### config.mk
export PLATFORM = sky130hd
export DESIGN_NAME = shift_unit_pipe
export DESIGN_NICKNAME = d
export VERILOG_FILES = /design/src/rtl/shift_unit_pipe.sv
export SDC_FILE = /design/constraint.sdc
export NUM_CORES = 1
export LEC_CHECK = 0
export BUFFER_PORTS_ARGS = -buffer_cell sky130_fd_sc_hd__buf_2
export CORE_ASPECT_RATIO = 0.6
export CORE_MARGIN = 5
export CORE_UTILIZATION = 45
export CTS_CLUSTER_SIZE = 20
export DETAILED_ROUTE_END_ITERATION = 6
export PLACE_DENSITY_LB_ADDON = 0.05
export SYNTH_ARGS = -nofsm -noshare
export SYNTH_HDL_FRONTEND = slang
export SYNTH_SLANG_ARGS = --single-unit
### constraint.sdc
create_clock -name clk -period 3.65 [get_ports clk]
set_input_delay 0 -clock clk [delete_from_list [all_inputs] [get_ports clk]]
set_output_delay 0 -clock clk [all_outputs]
set_load 0.05 [all_outputs]
### src/rtl/shift_unit_pipe.sv
// shift_unit_pipe: two-stage pipelined barrel shifter (SLL/SRL/SRA/ROL)
// with valid/ready handshakes on both sides and a passthrough tag.
// Right shifts reuse the single left-shift network by reversing the
// operand on the way in and the result on the way out.
`timescale 1ns/1ps
module shift_unit_pipe #(
  parameter int WIDTH = 32,
  parameter int SHW   = 5,
  parameter int TAG_W = 5
) (
  input  logic             clk,
  input  logic             rst,
  input  logic             flush,
  input  logic             in_valid,
  output logic             in_ready,
  input  logic [WIDTH-1:0] in_data,
  input  logic [SHW-1:0]   in_shamt,
  input  logic [1:0]       in_op,
  input  logic [TAG_W-1:0] in_tag,
  output logic             out_valid,
  input  logic             out_ready,
  output logic [WIDTH-1:0] out_data,
  output logic [TAG_W-1:0] out_tag,
  output logic             out_zero
);

  localparam logic [1:0] OP_SLL = 2'b00;
  localparam logic [1:0] OP_SRL = 2'b01;
  localparam logic [1:0] OP_SRA = 2'b10;
  localparam logic [1:0] OP_ROL = 2'b11;

  // Reverse bit order so right shifts can run through the left-shift network.
  function automatic logic [WIDTH-1:0] bit_rev(input logic [WIDTH-1:0] v);
    logic [WIDTH-1:0] r;
    for (int i = 0; i < WIDTH; i++) begin
      r[i] = v[WIDTH-1-i];
    end
    return r;
  endfunction

  // Stage 1 registers
  logic             s1_valid_q, s1_valid_d;
  logic [WIDTH-1:0] s1_data_q;
  logic [SHW-1:0]   s1_shamt_q;
  logic [1:0]       s1_op_q;
  logic [TAG_W-1:0] s1_tag_q;

  // Stage 2 registers (drive the outputs directly)
  logic             s2_valid_q, s2_valid_d;
  logic [WIDTH-1:0] s2_data_q;
  logic [TAG_W-1:0] s2_tag_q;
  logic             s2_zero_q;

  // Handshake / control
  logic s2_adv;
  logic s1_adv;
  logic accept;
  logic s2_load;

  assign s2_adv   = !s2_valid_q || out_ready;
  assign s1_adv   = !s1_valid_q || s2_adv;
  assign in_ready = s1_adv;
  // A flush discards any transfer presented in the same cycle.
  assign accept   = in_valid && s1_adv && !flush;
  assign s2_load  = s1_valid_q && s2_adv && !flush;

  // Shifter datapath between S1 and S2
  logic             right_mode;
  logic             rot_mode;
  logic             fill_bit;
  logic [WIDTH-1:0] lvl [SHW+1];
  logic [WIDTH-1:0] shift_res;
  logic             res_zero;

  assign right_mode = (s1_op_q == OP_SRL) || (s1_op_q == OP_SRA);
  assign rot_mode   = (s1_op_q == OP_ROL);
  assign fill_bit   = (s1_op_q == OP_SRA) && s1_data_q[WIDTH-1];
  assign lvl[0]     = right_mode ? bit_rev(s1_data_q) : s1_data_q;

  for (genvar k = 0; k < SHW; k++) begin : g_lvl
    localparam int SH = 1 << k;
    logic [SH-1:0] low_bits;
    // Rotate recirculates the bits leaving the MSB; otherwise shift in the fill.
    assign low_bits   = rot_mode ? lvl[k][WIDTH-1 -: SH] : {SH{fill_bit}};
    assign lvl[k+1]   = s1_shamt_q[k] ? {lvl[k][WIDTH-1-SH:0], low_bits} : lvl[k];
  end

  assign shift_res = right_mode ? bit_rev(lvl[SHW]) : lvl[SHW];
  assign res_zero  = (shift_res == {WIDTH{1'b0}});

  // Next-state of the stage valid bits; flush empties both stages.
  always_comb begin
    s1_valid_d = s1_valid_q;
    s2_valid_d = s2_valid_q;
    if (flush) begin
      s1_valid_d = 1'b0;
      s2_valid_d = 1'b0;
    end else begin
      if (s2_adv) begin
        s2_valid_d = s1_valid_q;
      end else begin
        s2_valid_d = s2_valid_q;
      end
      if (s1_adv) begin
        s1_valid_d = in_valid;
      end else begin
        s1_valid_d = s1_valid_q;
      end
    end
  end

  // Valid-bit registers.
  always_ff @(posedge clk or posedge rst) begin
    if (rst) begin
      s1_valid_q <= 1'b0;
      s2_valid_q <= 1'b0;
    end else begin
      s1_valid_q <= s1_valid_d;
      s2_valid_q <= s2_valid_d;
    end
  end

  // Stage 1 payload capture on an accepted input transfer.
  always_ff @(posedge clk or posedge rst) begin
    if (rst) begin
      s1_data_q  <= {WIDTH{1'b0}};
      s1_shamt_q <= {SHW{1'b0}};
      s1_op_q    <= OP_SLL;
      s1_tag_q   <= {TAG_W{1'b0}};
    end else if (accept) begin
      s1_data_q  <= in_data;
      s1_shamt_q <= in_shamt;
      s1_op_q    <= in_op;
      s1_tag_q   <= in_tag;
    end
  end

  // Stage 2 result capture; holds stable while the consumer stalls.
  always_ff @(posedge clk or posedge rst) begin
    if (rst) begin
      s2_data_q <= {WIDTH{1'b0}};
      s2_tag_q  <= {TAG_W{1'b0}};
      s2_zero_q <= 1'b1;
    end else if (s2_load) begin
      s2_data_q <= shift_res;
      s2_tag_q  <= s1_tag_q;
      s2_zero_q <= res_zero;
    end
  end

  assign out_valid = s2_valid_q;
  assign out_data  = s2_data_q;
  assign out_tag   = s2_tag_q;
  assign out_zero  = s2_zero_q;

endmodule
After elaboration in Yosys (flattened, before gate mapping)
Index checks and enable logic that the tools add are counted.
Widths: inputs -> output; s select.
Cells by class
  eq/ne operators: 3
  mux-type cells: 16
  reduce and logical (&&, ||, !) cells: 14
Operators with widths (count)
  $mux 32: 7
  $logic_not 32->1: 1
  $mux 16: 1
  $mux 8: 1
  $logic_and 1x1->1: 5
  $mux 1: 5
  $eq 2x2->1 const B: 2
  $mux 4: 1
  $reduce_bool 2->1: 2
  $logic_not 1->1: 3
  $logic_or 1x1->1: 3
  $eq 2x1->1 const B: 1
  $mux 2: 1
Word-level totals
  register bits after elaboration: 84
  output and inout port bits: 40

Depth between registers and ports, before layout
Gate-level depths: netlist of the first run.
  word-level depth: 15
  mapped depth: 15

Worst setup path after synthesis of the first run
OpenSTA, ideal clock, no wires.
  path kind: register -> register
  start point: reg s1_op_q[0]
  end point: reg s2_zero_q, in the netlist out_zero
  setup time: 0.063 ns
  arrival time: 3.135 ns
  required time: 3.587 ns
  setup slack: 0.452 ns
  stages on the path, launching flop included: 13
  clock period less this slack: 3.198 ns
  cells stage by stage: dfrtp_1 > inv_1 > ha_1 > buf_6 > buf_2 > mux2_2 > mux4_2 > a21o_1 > o22a_1 > a21o_1 > or4b_1 > nor4_2 > a32o_1
On the way
  cells in the longest elaborated chain, start to end: 11
  elaborated cells between the ends (all ways): 18
RTL lines
  from (decl): RTL line 45  | logic [1:0] s1_op_q;
  from (signal assigned): RTL line 133  | s1_op_q <= in_op;
  $eq 2x1->1 / $eq 2x2->1 (equally long branches): RTL line 75, 77
  $logic_or 1x1->1: RTL line 75  | assign right_mode = (s1_op_q == OP_SRL) || (s1_op_q == OP_SRA);
  $mux 32: RTL line 78  | assign lvl[0] = right_mode ? bit_rev(s1_data_q) : s1_data_q;
  $mux 1 / $mux 32 (equally long branches): RTL line 84, 85
  $mux 32 / $mux 2 (equally long branches): RTL line 85, 84
  $mux 32 / $mux 4 (equally long branches): RTL line 85, 84
  $mux 32 / $mux 8 (equally long branches): RTL line 85, 84
  $mux 32 / $mux 16 (equally long branches): RTL line 85, 84
  $mux 32: RTL line 85  | assign lvl[k+1] = s1_shamt_q[k] ? {lvl[k][WIDTH-1-SH:0], low_bits} : lvl[k];
  $mux 32 *: RTL line 88  | assign shift_res = right_mode ? bit_rev(lvl[SHW]) : lvl[SHW];
  $logic_not 32->1 *: RTL line 89  | assign res_zero = (shift_res == {WIDTH{1'b0}});
  to (signal assigned): RTL line 147  | s2_zero_q <= res_zero;
  to (decl): RTL line 52  | logic s2_zero_q;
Every way passes the cells marked *; elsewhere a longest branch is shown, timed or not.
A chain may end at the register's enable or synchronous reset.

Worst setup path after layout of the first run
Same ends and word-level chain as after synthesis.

==> flow_metrics.py, run 1 <==
metrics = {
    "timing": {
        "finalHoldViolCount": 0,
        "report.final.setup_viol": 0,
        "fin_crit_ps": 3560,
        "relSlewSlack_pct": 48.1,
        "rsz0062_at_grt": "yes",
        "skew_ps": 10.3,
        "worstMarginPinSlew_ps": 776,
        "period_share_pct": 97.6,
        "setup_tns_ps": 0,
        "drv_slew": 0,
        "max_freq_ghz": 0.281,
    },
    "grt": {
        "grt_pass1_wl_um": 37700,
        "gr-total-overflow": 0,
        "grtUsageTotal_pct": 27.0,
        "antenna_found_initial": 0,
        "grt_start_max_net_pins": 63,
        "grt_pass1_vias": 6371,
    },
    "cts": {
        "root_buffer": "clkbuf_16",
        "numCtsBuffers": 9,
        "cts_tree": "yes",
        "clk_pin_slew_ps": 80,
        "cts_max_path_buffers": 2,
        "insertion_delay_ps": 350,
        "cts-htree-levels": 3,
        "cts_sinks": 84,
    },
    "setup_path": {
        "path_max_fanout": 7,
        "cp.arrival_ps": 3850,
        "start_kind": "register",
        "endpoint_kind": "register",
        "crit_type": "reg2reg",
        "required_ps": 3940,
    },
    "route": {
        "first_pass_iters": 6,
        "drt_iter0_drc": 740,
        "vias_per_cell": 6.24,
        "ant_nets": 0,
        "drc": 0,
        "vias": 6731,
        "routed_wl_um": 24200,
        "post_drt_wl_per_cell_um": 22.4,
    },
    "power_and_ir_drop": {
        "p_leak_nw": 3.84,
        "pwr_density_cell_nw_per_um2": 731,
        "vdd_ir_drop_max_v": 0.000330,
        "power_mw": 6.31,
    },
    "synthesis": {
        "synth_fp_nets": 754,
        "synth_async_sr_flop_share_pct": 100,
        "syn-cell-area_um2": 6720,
        "netlist_top_cells_area": "dfrtp_1 31%, mux2_2 14%, mux4_2 9.4%",
        "ys_warn_count": 0,
        "synth_edf_count": 0,
        "synth-main-ff-cell": "dfrtp_1",
        "ys_seq_area_share_pct": 31.3,
        "synthCells": 703,
        "synth_seq_cells": 84,
        "synth_cell_types": 66,
        "synth_top_area_share_pct": 30.9,
        "yosysTopAreaCell": "dfrtp_1",
        "syn_area_per_cell_um2": 9.56,
    },
    "die": {
        "die-area_um2": 17600,
        "die_w_um": 168,
        "io_pins": 89,
        "start_util_pct": 46.2,
        "rows": 34,
        "core_um2": 14500,
        "die_h_um": 105,
    },
    "finish": {
        "nets": 926,
        "syn_to_final_growth_pct": 28.3,
        "diodes": 0,
        "drive_gt1_share_pct": 35.7,
    },
    "placed_design": {
        "portBuffers": 88,
        "dp_hpwl_um": 18400,
        "place_congestion": 0.986,
    },
    "run_status": {
        "status": "completed",
    },
    "worst_hold_path": {
        "hp-class": "in2reg",
    },
    "flow_run": {
        "cap_violations": 0,
    },
}
## sequential cells by signal (all words and copies together), names as in the netlist
name / cells
out_zero: 1
s1_op_q: 2
out_data: 32
s1_shamt_q: 5
s1_data_q: 32
out_valid: 1
s1_valid_q: 1
s1_tag_q: 5
out_tag: 5
## placed cells by master, fill, tap and decap left out, types with 11 or more instances in the layout
cell type	n
nor2_1	52
mux4_2	28
a21oi_1	24
o22ai_1	16
o21ai_0	50
nand2_1	85
mux2i_1	49
nor3_1	11
dlygate4sd3_1	48
buf_2	88
mux2_2	84
a22oi_1	12
dfrtp_1	83
buf_4	74
## per-stage QoR
| step | hold slack (ps) | utilization [%] | cells | area (um2) | setup WS [ps] |
|---|---|---|---|---|---|
| 3_3_place_gp | 85.4 | 53.2 | 1009 | 7740 | 42.7 |
| 2_1_floorplan | 66.4 | - | 703 | 6720 | 452 |
| 3_5_place_dp | 110 | 53.2 | 1009 | 7740 | -54.2 |
| 5_1_grt | 88.7 | 59.3 | 1078 | 8630 | -30.7 |
| 6_report | 36.7 | 59.3 | 1078 | 8630 | 89.3 |
| 4_1_cts | 26.1 | 58.8 | 1074 | 8550 | 19.6 |
## worst max-delay path, cell delays in order, from the launching register on
cell and delay [ps]:
dfrtp_1 370, inv_1 80, ha_4 370, mux4_2 540, mux2_2 310, a222oi_1 460
buf_4 230, o22ai_1 90, o31ai_1 230, buf_4 190, nand4_1 150, nor4_2 260
a32o_2 210
## final cells by class
class | instances | area [um2]
timing repair buffer | 214 | 1550
fill | 1289 | 5920
inverter | 14 | 53.8
clock buffer | 9 | 225
clock inverter | 7 | 92.6
sequential | 84 | 2100
multi-input combinational | 552 | 4360
tap | 198 | 248
## kinds of logic (layout without fill, tap and decap cells)
logic type / count (synthesis) / after routing / synth area share [%]
fa+ha+maj: 2 / 2 / 0.372
compound gates: 187 / 187 / 18.7
buf+inv: 67 / 244 / 4.56
simple gates: 197 / 197 / 13.3
xor+xnor: 1 / 1 / 0.130
mux: 165 / 165 / 31.6
flops: 84 / 84 / 31.3
## repair_timing
action,CTS,global route
pin swaps,1,4
cloned,0,0
endpoints found under the setup margin,1,1
hold endpoints to repair,84,0
resized for setup,0,13
hold buffers,48,0
setup buffers,1,4
## cells in the mapped netlist, types with 6 or more instances
master	n
clkbuf_1	34
nor3_1	11
a221oi_1	6
mux4_2	28
mux2_2	85
nand2b_1	6
a211oi_1	10
o211ai_1	7
nor2_1	52
dfrtp_1	83
o221ai_1	6
nor2b_1	8
mux2i_1	49
o21ai_0	52
and2_1	10
buf_2	8
nand2_1	85
inv_1	11
o22ai_1	16
a22oi_1	12
a21oi_1	24
a21o_1	9
## path summary, 6_finish.rpt
path / start / end / slack, ps / cells after the start
max: s1_op_q[0]$_DFFE_PP0P_ / out_zero$_DFFE_PP1P_ / 90 / 12
min: out_ready / s1_valid_q$_DFFE_PP0P_ / 40 / 4
max reg2reg: s1_op_q[0]$_DFFE_PP0P_ / out_zero$_DFFE_PP1P_ / 90 / 12
min reg2reg: out_data[0]$_DFFE_PP0P_ / out_data[0]$_DFFE_PP0P_ / 470 / 2
max in group asynchronous: rst / out_data[16]$_DFFE_PP0P_ / 2360 / 4
min in group asynchronous: rst / s1_data_q[31]$_DFFE_PP0P_ / 270 / 3
## where the power goes
group          leakage, nW  internal (mW)  switching (mW)
combinational         2.67           1.55            2.37
sequential            1.02           1.17           0.215
clock                0.156          0.551           0.450
total                 3.84           3.27            3.04
## routing by layer
metal	part of all wire [%]	vias up	GRT usage [%]
met5	0	-	0
met4	0.88	0	4.23
met3	12	22	6.72
met2	39	403	36.3
met1	48	3306	43.9
li1	-	3000	-
(Power assumes the default switching activity.)
==> run 2: changes to the inputs <==
--- a/config.mk
+++ b/config.mk
@@ -12,6 +12,7 @@
 export CTS_CLUSTER_SIZE = 20
 export DETAILED_ROUTE_END_ITERATION = 6
 export PLACE_DENSITY_LB_ADDON = 0.05
+export REMOVE_ABC_BUFFERS = 1
 export SYNTH_ARGS = -nofsm -noshare
 export SYNTH_HDL_FRONTEND = slang
 export SYNTH_SLANG_ARGS = --single-unit
==> run 2 against run 1 <==
Net effect:
- worst setup slack worse by 44 ps
- critical path type unchanged
- utilization increased by 0.25 points
- largest cell class unchanged
- sequential power about the same
- combinational power grew 2%
- die area did not move
- worst hold slack improved by 4.5 ps
- first-iteration DRC count is 12% lower
- via count increased by 0.12%
- sequential share of layout area down 0.10 points
==> flow_metrics.py, run 2 (synthesis results as in run 1) <==
metrics = {
    "run_status": {
        "status": "completed",
    },
    "worst_hold_path": {
        "min_from": "out_ready",
        "hp-class": "in2reg",
    },
    "finish": {
        "nets": 933,
        "fill_cells": 1299,
        "syn_to_final_growth_pct": 28.9,
        "layout_commonest_cell": "buf_2",
        "regArea_um2": 2100,
        "drive_gt1_share_pct": 36.4,
        "diodes": 0,
        "layout_common_cells": "88 x buf_2, 85 x nand2_1, 84 x mux2_2, 83 x dfrtp_1, 80 x buf_4",
        "multiInputGateArea_um2": 4380,
    },
    "setup_path": {
        "cpMaxStageDelayCell": "mux4_2",
        "crit_chain": "inv_1, ha_4, buf_6, buf_4, mux4_2, mux2i_2, buf_4, a32o_1, a221oi_1, buf_4, a21o_1, o21ai_1, nand3_1, nor4_1, a32o_1",
        "r2r_start": "s1_op_q[0]$_DFFE_PP0P_",
        "path_max_fanout": 8,
        "worstSetupStartpoint": "s1_op_q[0]$_DFFE_PP0P_",
        "start_kind": "register",
        "crit_type": "reg2reg",
        "cp.arrival_ps": 3890,
        "required_ps": 3940,
        "cp_slowest_stage_delay_ps": 550,
        "cpMostUsedCell": "buf_4",
        "endpoint_kind": "register",
    },
    "cts": {
        "numCtsBuffers": 9,
        "insertion_delay_ps": 350,
        "cts-htree-levels": 3,
        "cts_max_path_buffers": 2,
        "cts_sinks": 84,
        "clk_pin_slew_ps": 70,
        "cts_tree": "yes",
        "root_buffer": "clkbuf_16",
    },
    "timing": {
        "worstMarginPinSlew_ps": 827,
        "rsz0062_at_grt": "yes",
        "skew_ps": 11.3,
        "relSlewSlack_pct": 44.6,
        "drv_slew": 0,
        "fin_crit_ps": 3600,
        "report.final.setup_viol": 0,
        "period_share_pct": 98.8,
        "max_freq_ghz": 0.277,
        "hold_ws_ps": 41.2,
        "finalHoldViolCount": 0,
        "fin_ws_ps": 45.1,
    },
    "die": {
        "io_pins": 89,
        "die_w_um": 168,
        "rows": 34,
        "core_um2": 14500,
        "start_util_pct": 46.2,
        "die-area_um2": 17600,
        "die_h_um": 105,
    },
    "placed_design": {
        "portBuffers": 88,
        "place_congestion": 0.979,
        "place_ws_ps": -184,
        "dp_hpwl_um": 18300,
    },
    "grt": {
        "gr-total-overflow": 0,
        "antenna_found_initial": 0,
        "grtUsageTotal_pct": 26.9,
        "grt_start_max_net_pins": 62,
        "grt_pass1_wl_um": 37500,
        "grt_pass1_vias": 6464,
    },
    "route": {
        "drc": 0,
        "first_pass_iters": 5,
        "vias_per_cell": 6.21,
        "vias": 6739,
        "drt_iter0_drc": 652,
        "routed_wl_um": 23900,
        "ant_nets": 0,
        "post_drt_wl_per_cell_um": 22.0,
    },
    "flow_run": {
        "cap_violations": 0,
    },
    "power_and_ir_drop": {
        "vdd_ir_drop_max_v": 0.000438,
        "pwr_density_cell_nw_per_um2": 724,
        "p_leak_nw": 3.85,
    },
}
[run 2: per-layer routing]
layer | vias up | part of all wire [%] | wire length (um) | global-route usage (%)
met1 | 3370 | 48 | 11500 | 43.2
li1 | 3011 | - | - | -
met5 | - | 0.29 | 70 | 2.99
met4 | 2 | 0.91 | 218 | 4.69
met3 | 22 | 11 | 2730 | 7.92
met2 | 334 | 39 | 9410 | 35.0
[run 2: final cells by class]
cell class / instances / area share (%)
clock buffer: 9 / 2.60
clock inverter: 7 / 0.736
inverter: 14 / 0.621
multi-input combinational: 552 / 50.5
sequential: 84 / 24.3
tap: 198 / 2.86
timing repair buffer: 221 / 18.4
[run 2: metrics by stage]
| step | total power [mW] | TNS (ps) | utilization (%) | cells | area [um2] |
|---|---|---|---|---|---|
| after global placement | 5.10 | -131 | 53.3 | 1010 | 7750 |
| after global routing | 6.59 | -39.1 | 59.6 | 1085 | 8660 |
| final | 6.28 | 0 | 59.6 | 1085 | 8660 |
| after detailed placement | 5.12 | -298 | 53.3 | 1010 | 7750 |
| after floorplan | 3.83 | -44020 | - | 650 | 6470 |
| after CTS | 6.11 | 0 | 58.7 | 1075 | 8540 |
[run 2: path summary, 6_finish.rpt]
check / end / slack, ps / cells past startpoint
max in group asynchronous: s1_data_q[15]$_DFFE_PP0P_ / 2340 / 4
min reg2reg: out_tag[4]$_DFFE_PP0P_ / 460 / 2
max: out_zero$_DFFE_PP1P_ / 50 / 15
min: s1_valid_q$_DFFE_PP0P_ / 40 / 4
max reg2reg: out_zero$_DFFE_PP1P_ / 50 / 15
min in group asynchronous: s1_tag_q[2]$_DFFE_PP0P_ / 270 / 3
[run 2: power breakdown]
part / switching, mW / internal (mW)
clock: 0.433 / 0.479
combinational: 2.39 / 1.59
sequential: 0.214 / 1.17
[run 2: repair_timing]
item / CTS / global route
buffers inserted: 1 / 10
endpoints found under the setup margin: 3 / 2
endpoints found under the hold margin: 85 / 0
gates resized for setup: 1 / 12
hold buffers: 48 / 0
pin swaps: 1 / 4
[run 2: worst max-delay path, delay by kind of cell, from the launching register on]
family | cells | cell delay (ps)
simple gates | 2 | 360
fa+ha+maj | 1 | 360
flops | 1 | 370
compound gates | 5 | 850
buf+inv | 5 | 780
mux | 2 | 810
